File: config.mk
export PLATFORM = sky130hd
export DESIGN_NAME = uart_tx_fifo
export DESIGN_NICKNAME = d
export VERILOG_FILES = /design/src/rtl/uart_pkg.sv /design/src/rtl/uart_sync_fifo.sv /design/src/rtl/uart_tx_fifo.sv
export SDC_FILE = /design/constraint.sdc
export NUM_CORES = 1
export LEC_CHECK = 0
export ABC_CLOCK_PERIOD_IN_PS = 2200
export CORE_MARGIN = 2
export CORE_UTILIZATION = 51
export CTS_CLUSTER_DIAMETER = 60
export DETAILED_ROUTE_END_ITERATION = 8
export PLACE_DENSITY = 0.74
export SETUP_SLACK_MARGIN = 0.2
export SLEW_MARGIN = 10
export SYNTH_ARGS = -nofsm -noshare
export SYNTH_HDL_FRONTEND = slang
export SYNTH_SLANG_ARGS = --single-unit
File: constraint.sdc
create_clock -name clk -period 2.2 [get_ports clk]
set_input_delay 0.22 -clock clk [delete_from_list [all_inputs] [get_ports clk]]
set_output_delay 0.22 -clock clk [all_outputs]
set_load 0.01 [all_outputs]
File: src/rtl/uart_pkg.sv
// -----------------------------------------------------------------------------
// uart_pkg
// Shared definitions for the UART transmit FIFO block:
//   DEPTH_DEFAULT - default FIFO capacity in bytes
//   tx_state_t    - launch/handshake FSM states (IDLE, SEND, RELEASE)
//   fifo_cw       - width of a count that must hold 0..depth inclusive
// -----------------------------------------------------------------------------
package uart_pkg;

  localparam int DEPTH_DEFAULT = 8;

  typedef enum logic [1:0] {
    IDLE    = 2'd0,  // waiting for a queued byte
    SEND    = 2'd1,  // tx_en high, waiting for the transmitter to report done
    RELEASE = 2'd2   // tx_en low, waiting for done to drop before the next byte
  } tx_state_t;

  // Occupancy counters need one extra bit so that "completely full" is
  // distinguishable from "empty" when the pointers have wrapped.
  function automatic int fifo_cw(input int depth);
    return $clog2(depth) + 1;
  endfunction

endpackage

File: src/rtl/uart_sync_fifo.sv
// -----------------------------------------------------------------------------
// uart_sync_fifo
// Single-clock byte FIFO feeding the UART transmit launcher.
//   clk, rst_n : clock and synchronous active-low reset
//   wr_en      : write strobe (one byte per cycle)
//   wr_data    : byte to queue
//   pop        : consume the head byte (ignored while empty)
//   head       : current head byte (valid when empty = 0)
//   full       : count == DEPTH
//   empty      : count == 0
//   count      : bytes currently stored
//   overflow   : one-cycle pulse after a write arrived while full
// -----------------------------------------------------------------------------
module uart_sync_fifo
  import uart_pkg::*;
#(
  parameter int DEPTH = DEPTH_DEFAULT
) (
  input  logic                          clk,
  input  logic                          rst_n,
  input  logic                          wr_en,
  input  logic [7:0]                    wr_data,
  input  logic                          pop,
  output logic [7:0]                    head,
  output logic                          full,
  output logic                          empty,
  output logic [fifo_cw(DEPTH)-1:0]     count,
  output logic                          overflow
);

  localparam int AW = $clog2(DEPTH);
  localparam int CW = fifo_cw(DEPTH);

  logic [7:0]    mem [DEPTH];
  logic [AW-1:0] wr_ptr;
  logic [AW-1:0] rd_ptr;
  logic          accept;
  logic          do_pop;

  // Full and empty come straight from the registered count, so a write that
  // arrives while full is dropped even if a pop frees a slot in the same cycle.
  assign full   = (count == CW'(DEPTH));
  assign empty  = (count == '0);
  assign accept = wr_en && !full;
  assign do_pop = pop && !empty;
  assign head   = mem[rd_ptr];

  // Pointers wrap for free because DEPTH is a power of two.
  // NOTE: sequential state is updated with non-blocking assignments only, so
  // every register in a block sees the pre-edge values of its neighbours.
  always_ff @(posedge clk) begin
    if (!rst_n) begin
      wr_ptr   <= '0;
      rd_ptr   <= '0;
      count    <= '0;
      overflow <= 1'b0;
    end else begin
      if (accept) wr_ptr <= wr_ptr + 1'b1;
      if (do_pop) rd_ptr <= rd_ptr + 1'b1;
      count    <= count + CW'(accept) - CW'(do_pop);
      overflow <= wr_en && full;
    end
  end

  // NOTE: the storage array has no reset; clearing the pointers and count
  // already makes any stale contents unreachable, and leaving it unreset lets
  // it map onto plain RAM/register-file cells.
  always_ff @(posedge clk) begin
    if (rst_n && accept) mem[wr_ptr] <= wr_data;
  end

endmodule

File: src/rtl/uart_tx_fifo.sv
// -----------------------------------------------------------------------------
// uart_tx_fifo
// Byte queue in front of a UART transmitter with an enable/done handshake.
// The FIFO accepts writes at any time; a small FSM pops one byte at a time,
// raises tx_en until the transmitter reports done, then waits for done to
// fall before launching the next byte.
//   clk, rst_n : clock and synchronous active-low reset
//   wr_en      : bus write strobe
//   wr_data    : byte to queue
//   full/empty : FIFO status
//   count      : bytes queued, excluding the byte in flight
//   overflow   : one-cycle pulse when a write is dropped
//   tx_data    : byte presented to the transmitter (holds the last byte sent)
//   tx_en      : transmitter enable
//   tx_done    : transmitter done level
//   busy       : FSM is not in IDLE
// -----------------------------------------------------------------------------
module uart_tx_fifo
  import uart_pkg::*;
#(
  parameter int DEPTH = DEPTH_DEFAULT
) (
  input  logic                          clk,
  input  logic                          rst_n,
  input  logic                          wr_en,
  input  logic [7:0]                    wr_data,
  output logic                          full,
  output logic                          empty,
  output logic [$clog2(DEPTH):0]        count,
  output logic                          overflow,
  output logic [7:0]                    tx_data,
  output logic                          tx_en,
  input  logic                          tx_done,
  output logic                          busy
);

  tx_state_t  state;
  logic       pop;
  logic [7:0] head;

  // The head is consumed at the same edge it is copied into tx_data.
  assign pop  = (state == IDLE) && !empty;
  assign busy = (state != IDLE);

  uart_sync_fifo #(
    .DEPTH (DEPTH)
  ) u_fifo (
    .clk      (clk),
    .rst_n    (rst_n),
    .wr_en    (wr_en),
    .wr_data  (wr_data),
    .pop      (pop),
    .head     (head),
    .full     (full),
    .empty    (empty),
    .count    (count),
    .overflow (overflow)
  );

  always_ff @(posedge clk) begin
    if (!rst_n) begin
      state   <= IDLE;
      tx_en   <= 1'b0;
      tx_data <= 8'h00;
    end else begin
      unique case (state)
        IDLE: begin
          if (!empty) begin
            tx_data <= head;
            tx_en   <= 1'b1;
            state   <= SEND;
          end
        end
        SEND: begin
          if (tx_done) begin
            tx_en <= 1'b0;
            state <= RELEASE;
          end
        end
        RELEASE: begin
          // Never relaunch while the transmitter still reports done,
          // otherwise the next byte could be mistaken as already finished.
          if (!tx_done) state <= IDLE;
        end
        default: begin
          tx_en <= 1'b0;
          state <= IDLE;
        end
      endcase
    end
  end

endmodule

# == After elaboration in Yosys (flattened, before gate mapping) ==
# Memories as Yosys holds them, arrays and structs flattened. A register that Yosys moved wholly into a read port is not among the register bits.
# Index checks and enable logic that the tools add are counted.
# word_totals
ff_bits,14
ram_bits,64
input_bits,12
output_inout_bits,17
elab_cells,42
n_memories,1
# memory_table
name,depth,width,read_ports,rd_clocked_by_memory_dff,write_ports,line,source
u_fifo.mem,8,8,1,1,1,uart_sync_fifo.sv:34,logic [7:0] mem [DEPTH];
# classes
add_sub_neg,4
eq_ne,6
muxes,9
n_bitwise,2
reduce_logical,14
# ops
operator,count
3-bit by 1-bit adder with 3-bit output (second input constant),2
2-bit two-way mux,3
2-bit != test (second input constant),3
2-bit one-hot mux with 3 select lines,1
3-bit AND reduction,2
1-bit logical AND,5
4-bit by 1-bit adder with 4-bit output,1
4-bit equality test (second input constant),1
4-bit logical NOT,1
1-bit two-way mux,4
4-bit by 1-bit subtractor with 4-bit output,1
1-bit logical NOT,3
1-bit one-hot mux with 3 select lines,1
2-bit by 1-bit equality test with 1-bit output (second input constant),1
2-bit equality test (second input constant),1
2-bit logical NOT,1
1-bit NOT,2
2-bit AND reduction,1
2-bit nonzero test,1

# == Logic depth before layout (Yosys ltp) ==
# Gate-level depths: netlist of run 1.
# depth
depth_word,6
mapped_depth,13
ltp_nobuf,12

# == Modules after synthesis ==
# From an unflattened synthesis of run 1, not the netlist that was laid out.
# hier_totals
cells_unflattened,225
hier_area_um2,3682.3
# modules_own_cells
mod,n_inst,cells_per_inst,area_each_um2,seq_area_each_um2
uart_sync_fifo,1,177,3210.6,2202.1
uart_tx_fifo,1,48,471.7,220.2

# == Least setup slack after synthesis of run 1 ==
# No wires, ideal clock.
# synth_path
path_type,register to register
from,reg u_fifo.count[2]
to,reg u_fifo.count[2]
setup_time_ns,0.115
arrival_time_ns,2.354
required_time_ns,2.085
setup_slack_ns,-0.269
path_stages_with_launch,14
n_path_buf,1
synth_period_minus_slack_ns,2.469
path_cell_list,dfxtp_1 -> inv_1 -> ha_1 -> or3b_4 -> nand2_2 -> inv_2 -> buf_6 -> ha_1 -> inv_1 -> ha_1 -> inv_1 -> fa_1 -> xnor2_1 -> and2_1
# synth_between
elab_chain_cells,5
elab_cells_between_ends,9
cone_classes,add/sub (2); eq/ne (1); reduce/logical (6)
# synth_lines
item,line,source
start: declaration,uart_sync_fifo.sv:27,"output logic [fifo_cw(DEPTH)-1:0] count,"
start signal: assignment,uart_sync_fifo.sv:60,count <= count + CW'(accept) - CW'(do_pop);
4-bit logical NOT,uart_sync_fifo.sv:43,assign empty = (count == '0);
1-bit logical NOT,uart_tx_fifo.sv:42,assign pop = (state == IDLE) && !empty;
1-bit logical AND,uart_tx_fifo.sv:42,
net pop,uart_tx_fifo.sv:38,logic pop;
1-bit logical AND,uart_sync_fifo.sv:45,assign do_pop = pop && !empty;
4-bit by 1-bit subtractor with 4-bit output,uart_sync_fifo.sv:60,
# The timed path passes the listed nets, and every way through them passes these cells.
# A chain may end at the register's enable or synchronous reset.

# == Worst setup path in the final report of run 1 ==
# layout_path
from,reg u_fifo.count[2]
to,reg u_fifo.count[2]
# layout_between
elab_chain_cells,5
elab_cells_between_ends,9
cone_classes,add/sub (2); eq/ne (1); reduce/logical (6)
# layout_lines
item,line
4-bit equality test or 4-bit logical NOT (tied branches),"uart_sync_fifo.sv:42, uart_sync_fifo.sv:43"
1-bit logical NOT (on tied branches),"uart_sync_fifo.sv:44, uart_sync_fifo.sv:45, uart_tx_fifo.sv:42"
1-bit logical AND (on tied branches),"uart_sync_fifo.sv:44, uart_tx_fifo.sv:42"
4-bit by 1-bit adder with 4-bit output or 1-bit logical AND (tied branches),"uart_sync_fifo.sv:60, uart_sync_fifo.sv:45"
4-bit by 1-bit subtractor with 4-bit output *,uart_sync_fifo.sv:60
# Mark *: on every way between the ends. The rest lies on a longest branch, timed or not.

==> results of run 1 <==
-- layout make-up --
type | instances | area [sq um]
timing repair buffer | 46 | 459
clock inverter | 7 | 81.3
multi-input combinational | 101 | 1070
tap | 77 | 96.3
clock buffer | 9 | 124
fill | 451 | 2220
inverter | 12 | 50.0
sequential | 86 | 2360
-- through the flow --
step / setup WS, ns / setup TNS, ns / cells
floorplan: -0.0918 / -0.136 / 208
global placement: 0.0482 / 0 / 319
detailed placement: 0.00744 / 0 / 319
CTS: 0.0442 / 0 / 337
global route: -0.0361 / -0.0637 / 338
finish: 0.0545 / 0 / 338
-- metal layers --
metal / share of wire (%) / up-vias / track usage [%]
met3: 4.6 / 6 / 6.38
li1: - / 885 / -
met1: 43 / 910 / 22.9
met5: 0 / - / 0
met4: 1.2 / 0 / 5.68
met2: 51 / 43 / 29.0
-- worst max-delay path by stage --
stage	startpoint	end	slack, ns	cells after the start
4_1_cts	u_fifo.count[2]	u_fifo.count[2]	0.04	12
3_5_place_dp	u_fifo.count[2]	u_fifo.count[2]	0.007	12
2_1_floorplan	u_fifo.count[2]	u_fifo.count[2]	-0.09	13
5_1_grt	u_fifo.count[2]	u_fifo.count[3]	-0.04	12
3_3_place_gp	u_fifo.count[2]	u_fifo.count[2]	0.05	12
6_report	u_fifo.count[2]	u_fifo.count[2]	0.05	12
-- sequential cells by signal (all words and copies together), names as in the netlist --
name and flops:
u_fifo.mem 64, tx_data 8, u_fifo.overflow 1, state 2
u_fifo.wr_ptr 3, u_fifo.count 4, tx_en 1, u_fifo.rd_ptr 3
-- cells in the final DEF (no fill, tap or decap), types with 4 or more instances in the layout --
master           count
dfxtp_1             20
ha_4                 4
and2_1               7
mux2i_1              8
clkdlybuf4s50_1     26
ha_1                 4
mux4_2               9
nand2_1              8
buf_4               13
clkbuf_8             9
inv_2                4
mux4_1               7
nor2_1               5
a21oi_1              8
edfxtp_1            64
inv_1                6
xnor2_1              5
o21ai_0             10
-- worst min-delay path: cells and delay by family (launching register included) --
family | cells | cell delay (ns)
AO/OA/AOI/OAI | 1 | 0.06
flip-flops | 1 | 0.32
AND/OR/NAND/NOR | 1 | 0.04
-- report_power, final --
| group | internal, mW | switching (mW) |
|---|---|---|
| Combinational | 0.927 | 0.738 |
| Clock | 0.540 | 0.566 |
| Sequential | 1.93 | 0.142 |
| Total | 3.40 | 1.45 |
-- kinds of logic after synthesis --
| logic type | share of synthesized area [%] |
|---|---|
| AO/OA/AOI/OAI | 3.62 |
| AND/OR/NAND/NOR | 5.80 |
| buffers and inverters | 3.41 |
| flip-flops | 68.4 |
| multiplexers | 13.5 |
| adder cells (fa/ha/maj) | 3.48 |
| XOR/XNOR | 1.78 |
-- what timing repair did --
action                                 4_1_cts  5_1_grt
pin swaps                                    4        4
endpoints found under the hold margin        0        0
setup buffers                                2        1
resized for setup                            8        6
setup endpoints to repair                   37       14
==> flow_metrics.env, run 1 <==
export IMPL_status="complete, no violations"
export IMPL_clk_pin_slew_ns=0.09
export IMPL_finalHoldViolations=0
export IMPL_dpl_instance_area_sq_um=3970
export IMPL_arrival_ns=2.40
export IMPL_p_leak_nw=1.47
export IMPL_postCtsHoldBufs=0
export IMPL_worstMarginPinSlew_ns=0.628
export IMPL_die_h_um=86.3
export IMPL_critPathCaptureType="flop"
export IMPL_cts_tree="yes"
export IMPL_cpMaxStageDelayCell="or3b_4"
export IMPL_syn_nets=229
export IMPL_required_ns=2.45
export IMPL_area_growth_pct=22.8
export IMPL_hold_class="flop to flop"
export IMPL_setup_viol=0
export IMPL_synth_area_leaders="edfxtp_1, dfxtp_1, mux4_2"
export IMPL_top_level_ports=29
export IMPL_path_common_cell="ha_4"
export IMPL_avgSynthCellArea_sq_um=16.6
export IMPL_synthCells=208
export IMPL_dr_pass1_iters=4
export IMPL_cp_top_family="adder cells"
export IMPL_die_area_sq_um=7450
export IMPL_synth_edf_count=64
export IMPL_diodes=0
export IMPL_ys_types=34
export IMPL_first_iter_violations=129
export IMPL_ys_warn_count=0
export IMPL_whs_path_depth=2
export IMPL_final_nets=277
export IMPL_cts_sinks=86
export IMPL_stdcell_area_sq_um=4240
export IMPL_reg2reg_to="u_fifo.count[2]"
export IMPL_first_global_vias=1833
export IMPL_place_congestion=0.741
export IMPL_synth_most_common_cell="edfxtp_1"
export IMPL_grt_overflow=0
export IMPL_relSlewSlack_pct=58.1
export IMPL_ant_nets=0
export IMPL_yosysTopAreaCell="edfxtp_1"
export IMPL_total_power_mw=4.85
export IMPL_rrSetupSlack_ns=0.05
export IMPL_regToRegStartpoint="u_fifo.count[2]"
export IMPL_yosysSeqAreaShare_pct=68.4
export IMPL_whs_ns=0.465
export IMPL_cts_made_buffers=9
export IMPL_antenna_found_initial=0
export IMPL_post_route_util_pct=65.7
export IMPL_cp_max_fo=3
export IMPL_synth_ff_type="edfxtp_1"
export IMPL_min_to="tx_en"
export IMPL_ys_ff_latch=86
export IMPL_wire_per_inst_um=17.5
export IMPL_grt_max_degree=23
export IMPL_timing_fmax_mhz=466
export IMPL_drc_errors=0
export IMPL_dp_hpwl_mm=3.71
export IMPL_grt_pass1_wl_mm=9.58
export IMPL_syn_area_sq_um=3450
export IMPL_async_reset_ff_share_pct=0
export IMPL_grt_usage_pct=17.9
export IMPL_drive_above_1_share_pct=25.3
export IMPL_cp_start_kind="flop"
export IMPL_max_cap_violations=0
export IMPL_port_buffers=28
export IMPL_path_cells="inv_4 -> ha_4 -> or3b_4 -> nand2_4 -> inv_4 -> ha_4 -> inv_2 -> ha_4 -> inv_2 -> fa_2 -> xnor2_1 -> and2_1"
export IMPL_die_w_um=86.3
export IMPL_powerDensity_nw_per_um2=1140
export IMPL_viasPerCell=5.46
export IMPL_rsz0062_at_grt="yes"
export IMPL_start_util_pct=53.5
export IMPL_rows=29
export IMPL_core_region_area_sq_um=6460
export IMPL_clockBufferDepth=2
export IMPL_drt_total_wl_mm=5.90
export IMPL_min_delay_start="tx_en"
export IMPL_cts_max_level=3
export IMPL_yosys_area_top_type_share_pct=55.7
export IMPL_clock_latency_ns=0.35
export IMPL_period_share_pct=97.5
export IMPL_drv_slew=0
export IMPL_vdd_drop_max_mv=0.657
export IMPL_num_vias=1844
export IMPL_rr_worst_depth=12
export IMPL_critPathKind="flop to flop"
export IMPL_crit_buf_inv=4
export IMPL_root_buffer="clkbuf_8"
export IMPL_finalCriticalPeriod_ns=2.15
export IMPL_finClkSkew_ns=0.00641
export IMPL_max_stage_delay_ns=0.40
export IMPL_synth_common_cells="edfxtp_1, dfxtp_1, inv_1"
(Power assumes the default switching activity.)
==> run 2: changes to the inputs <==
--- a/config.mk
+++ b/config.mk
@@ -7,9 +7,10 @@
 export LEC_CHECK = 0
 export ABC_CLOCK_PERIOD_IN_PS = 2200
 export CORE_MARGIN = 2
-export CORE_UTILIZATION = 51
+export CORE_UTILIZATION = 56
 export CTS_CLUSTER_DIAMETER = 60
 export DETAILED_ROUTE_END_ITERATION = 8
+export DONT_BUFFER_PORTS = 1
 export PLACE_DENSITY = 0.74
 export SETUP_SLACK_MARGIN = 0.2
 export SLEW_MARGIN = 10
==> flow_metrics.env, run 2 (same netlist as run 1, synthesis figures left out) <==
export IMPL_status="finished with violations"
export IMPL_failed_checks="negative hold slack"
export IMPL_finalHoldViolations=4
export IMPL_place_congestion=0.715
export IMPL_top_regs="u_fifo.mem: 64 flops, tx_data: 8 flops, u_fifo.count: 4 flops"
export IMPL_antenna_found_initial=0
export IMPL_whs_ns=-0.00366
export IMPL_die_h_um=82.5
export IMPL_drc_errors=0
export IMPL_sequentialPowerShare_pct=45.2
export IMPL_dpl_instance_area_sq_um=3700
export IMPL_final_nets=261
export IMPL_critPathKind="flop to flop"
export IMPL_num_vias=1807
export IMPL_grt_overflow=0
export IMPL_grt_max_degree=24
export IMPL_postCtsHoldBufs=9
export IMPL_powerDensity_nw_per_um2=1160
export IMPL_cp_start_kind="flop"
export IMPL_viasPerCell=5.65
export IMPL_p_switching_mw=1.39
export IMPL_layout_common_cells="edfxtp_1, dfxtp_1, buf_4"
export IMPL_rr_worst_depth=12
export IMPL_final_common_cell="edfxtp_1"
export IMPL_rows=28
export IMPL_power_frac_comb_pct=29.5
export IMPL_intPower_mw=3.33
export IMPL_regArea_sq_um=2360
export IMPL_clock_latency_ns=0.34
export IMPL_required_ns=2.44
export IMPL_wire_per_inst_um=19.7
export IMPL_nFillCells=403
export IMPL_period_share_pct=98.1
export IMPL_finClkSkew_ns=0.00868
export IMPL_worstMarginPinSlew_ns=0.606
export IMPL_whs_path_depth=1
export IMPL_vdd_drop_max_mv=0.836
export IMPL_cts_max_level=3
export IMPL_diodes=0
export IMPL_clockBufferDepth=2
export IMPL_largest_register_ff_count=64
export IMPL_drive_above_1_share_pct=25.7
export IMPL_cts_tree="yes"
export IMPL_first_iter_violations=64
export IMPL_setup_viol=0
export IMPL_critPathCaptureType="flop"
export IMPL_cts_made_buffers=9
export IMPL_max_cap_violations=0
export IMPL_arrival_ns=2.40
export IMPL_drt_total_wl_mm=6.29
export IMPL_grt_pass1_wl_mm=9.65
export IMPL_ant_nets=0
export IMPL_first_global_vias=1896
export IMPL_cp_max_fo=3
export IMPL_cts_sinks=86
export IMPL_port_buffers=0
export IMPL_regMostFlops="u_fifo.mem"
export IMPL_total_power_mw=4.72
export IMPL_core_region_area_sq_um=5960
export IMPL_rsz0062_at_grt="yes"
export IMPL_stdcell_area_sq_um=4060
export IMPL_die_w_um=82.5
export IMPL_finalCriticalPeriod_ns=2.16
export IMPL_die_area_sq_um=6810
export IMPL_top_level_ports=29
export IMPL_grt_usage_pct=20.5
export IMPL_timing_fmax_mhz=463
export IMPL_relSlewSlack_pct=59.6
export IMPL_p_leak_nw=1.41
export IMPL_clk_pin_slew_ns=0.08
export IMPL_dr_pass1_iters=4
export IMPL_hold_class="input port to flop"
export IMPL_multi_input_area_sq_um=1050
export IMPL_root_buffer="clkbuf_8"
export IMPL_swShare_pct=29.4
export IMPL_start_util_pct=58.0
export IMPL_pwr_share_clk_pct=25.3
export IMPL_area_growth_pct=17.6
export IMPL_dp_hpwl_mm=4.02
export IMPL_drv_slew=0
==> run 2: cell types whose count changed in the layout (fill, tap and decap cells not counted), moves of 2 or more <==
cell / change
dlygate4sd3_1: +9
buf_4: +4
clkbuf_1: +3
clkdlybuf4s50_1: -26
clkinv_4: -2
==> run 2: path summary, 6_finish.rpt <==
path,slack [ns],from,end
hold reg to reg,0.50,state[1],state[0]
setup / recovery,0.04,u_fifo.count[2],u_fifo.count[2]
setup reg to reg,0.04,u_fifo.count[2],u_fifo.count[2]
hold / removal,-0.004,rst_n,u_fifo.wr_ptr[0]
==> run 2: power groups by stage <==
stage	Sequential (mW)	Combinational [mW]	Clock [mW]
2_1_floorplan	2.12	1.03	0
5_1_grt	2.16	1.56	1.28
4_1_cts	2.14	1.41	1.21
6_report	2.13	1.39	1.19
3_5_place_dp	2.17	1.30	0
3_3_place_gp	2.16	1.21	0
==> run 2: stage by stage <==
stage,setup WS (ns),std cells,util [%],TNS (ns)
6_report,0.0424,320,68.2,0
2_1_floorplan,-0.0918,208,-,-0.136
5_1_grt,-0.0638,320,68.2,-0.110
4_1_cts,0.0251,320,68.2,0
3_5_place_dp,-0.00673,291,62.2,-0.00673
3_3_place_gp,0.0649,291,62.2,0
==> run 2: cell type report <==
type                    instances  area share [%]
clock buffers                  13            3.66
well taps                      75            2.31
flip-flops and latches         86            58.2
clock inverters                 3            1.69
repair buffers                 30            7.11
multi-input cells             101            25.9
inverters                      12            1.17
==> run 2: metal layers <==
layer | part of all wire [%] | track usage (%) | routed length [um] | vias to the layer above
met5 | 0 | 0 | 0 | -
met4 | 1.5 | 8.36 | 94 | 0
met3 | 4.5 | 5.43 | 280 | 9
met2 | 51 | 34.8 | 3220 | 45
met1 | 43 | 24.8 | 2690 | 904
li1 | - | - | - | 849
==> run 2: repair_timing <==
action / 4_1_cts / 5_1_grt
pin swaps: 9 / 3
setup buffers: 4 / 0
hold endpoints to repair: 72 / 7
endpoints found under the setup margin: 35 / 35
gates resized for setup: 5 / 1
gates cloned: 0 / 0
==> run 2: critical path: stages, from the launching register on <==
cell	delay, ns
dfxtp_2	0.33
inv_2	0.08
ha_4	0.12
or3b_4	0.39
nand2_4	0.08
inv_4	0.04
ha_4	0.22
inv_2	0.06
ha_4	0.12
inv_2	0.03
fa_2	0.32
xnor2_1	0.12
and2_1	0.13
==> run 3: changes to the inputs <==
--- a/config.mk
+++ b/config.mk
@@ -6,6 +6,7 @@
 export NUM_CORES = 1
 export LEC_CHECK = 0
 export ABC_CLOCK_PERIOD_IN_PS = 2200
+export CAP_MARGIN = 20
 export CORE_MARGIN = 2
 export CORE_UTILIZATION = 56
 export CTS_CLUSTER_DIAMETER = 60
==> results of run 3 <==
No change in the layout: final DEF, timing and power equal those of run 2.
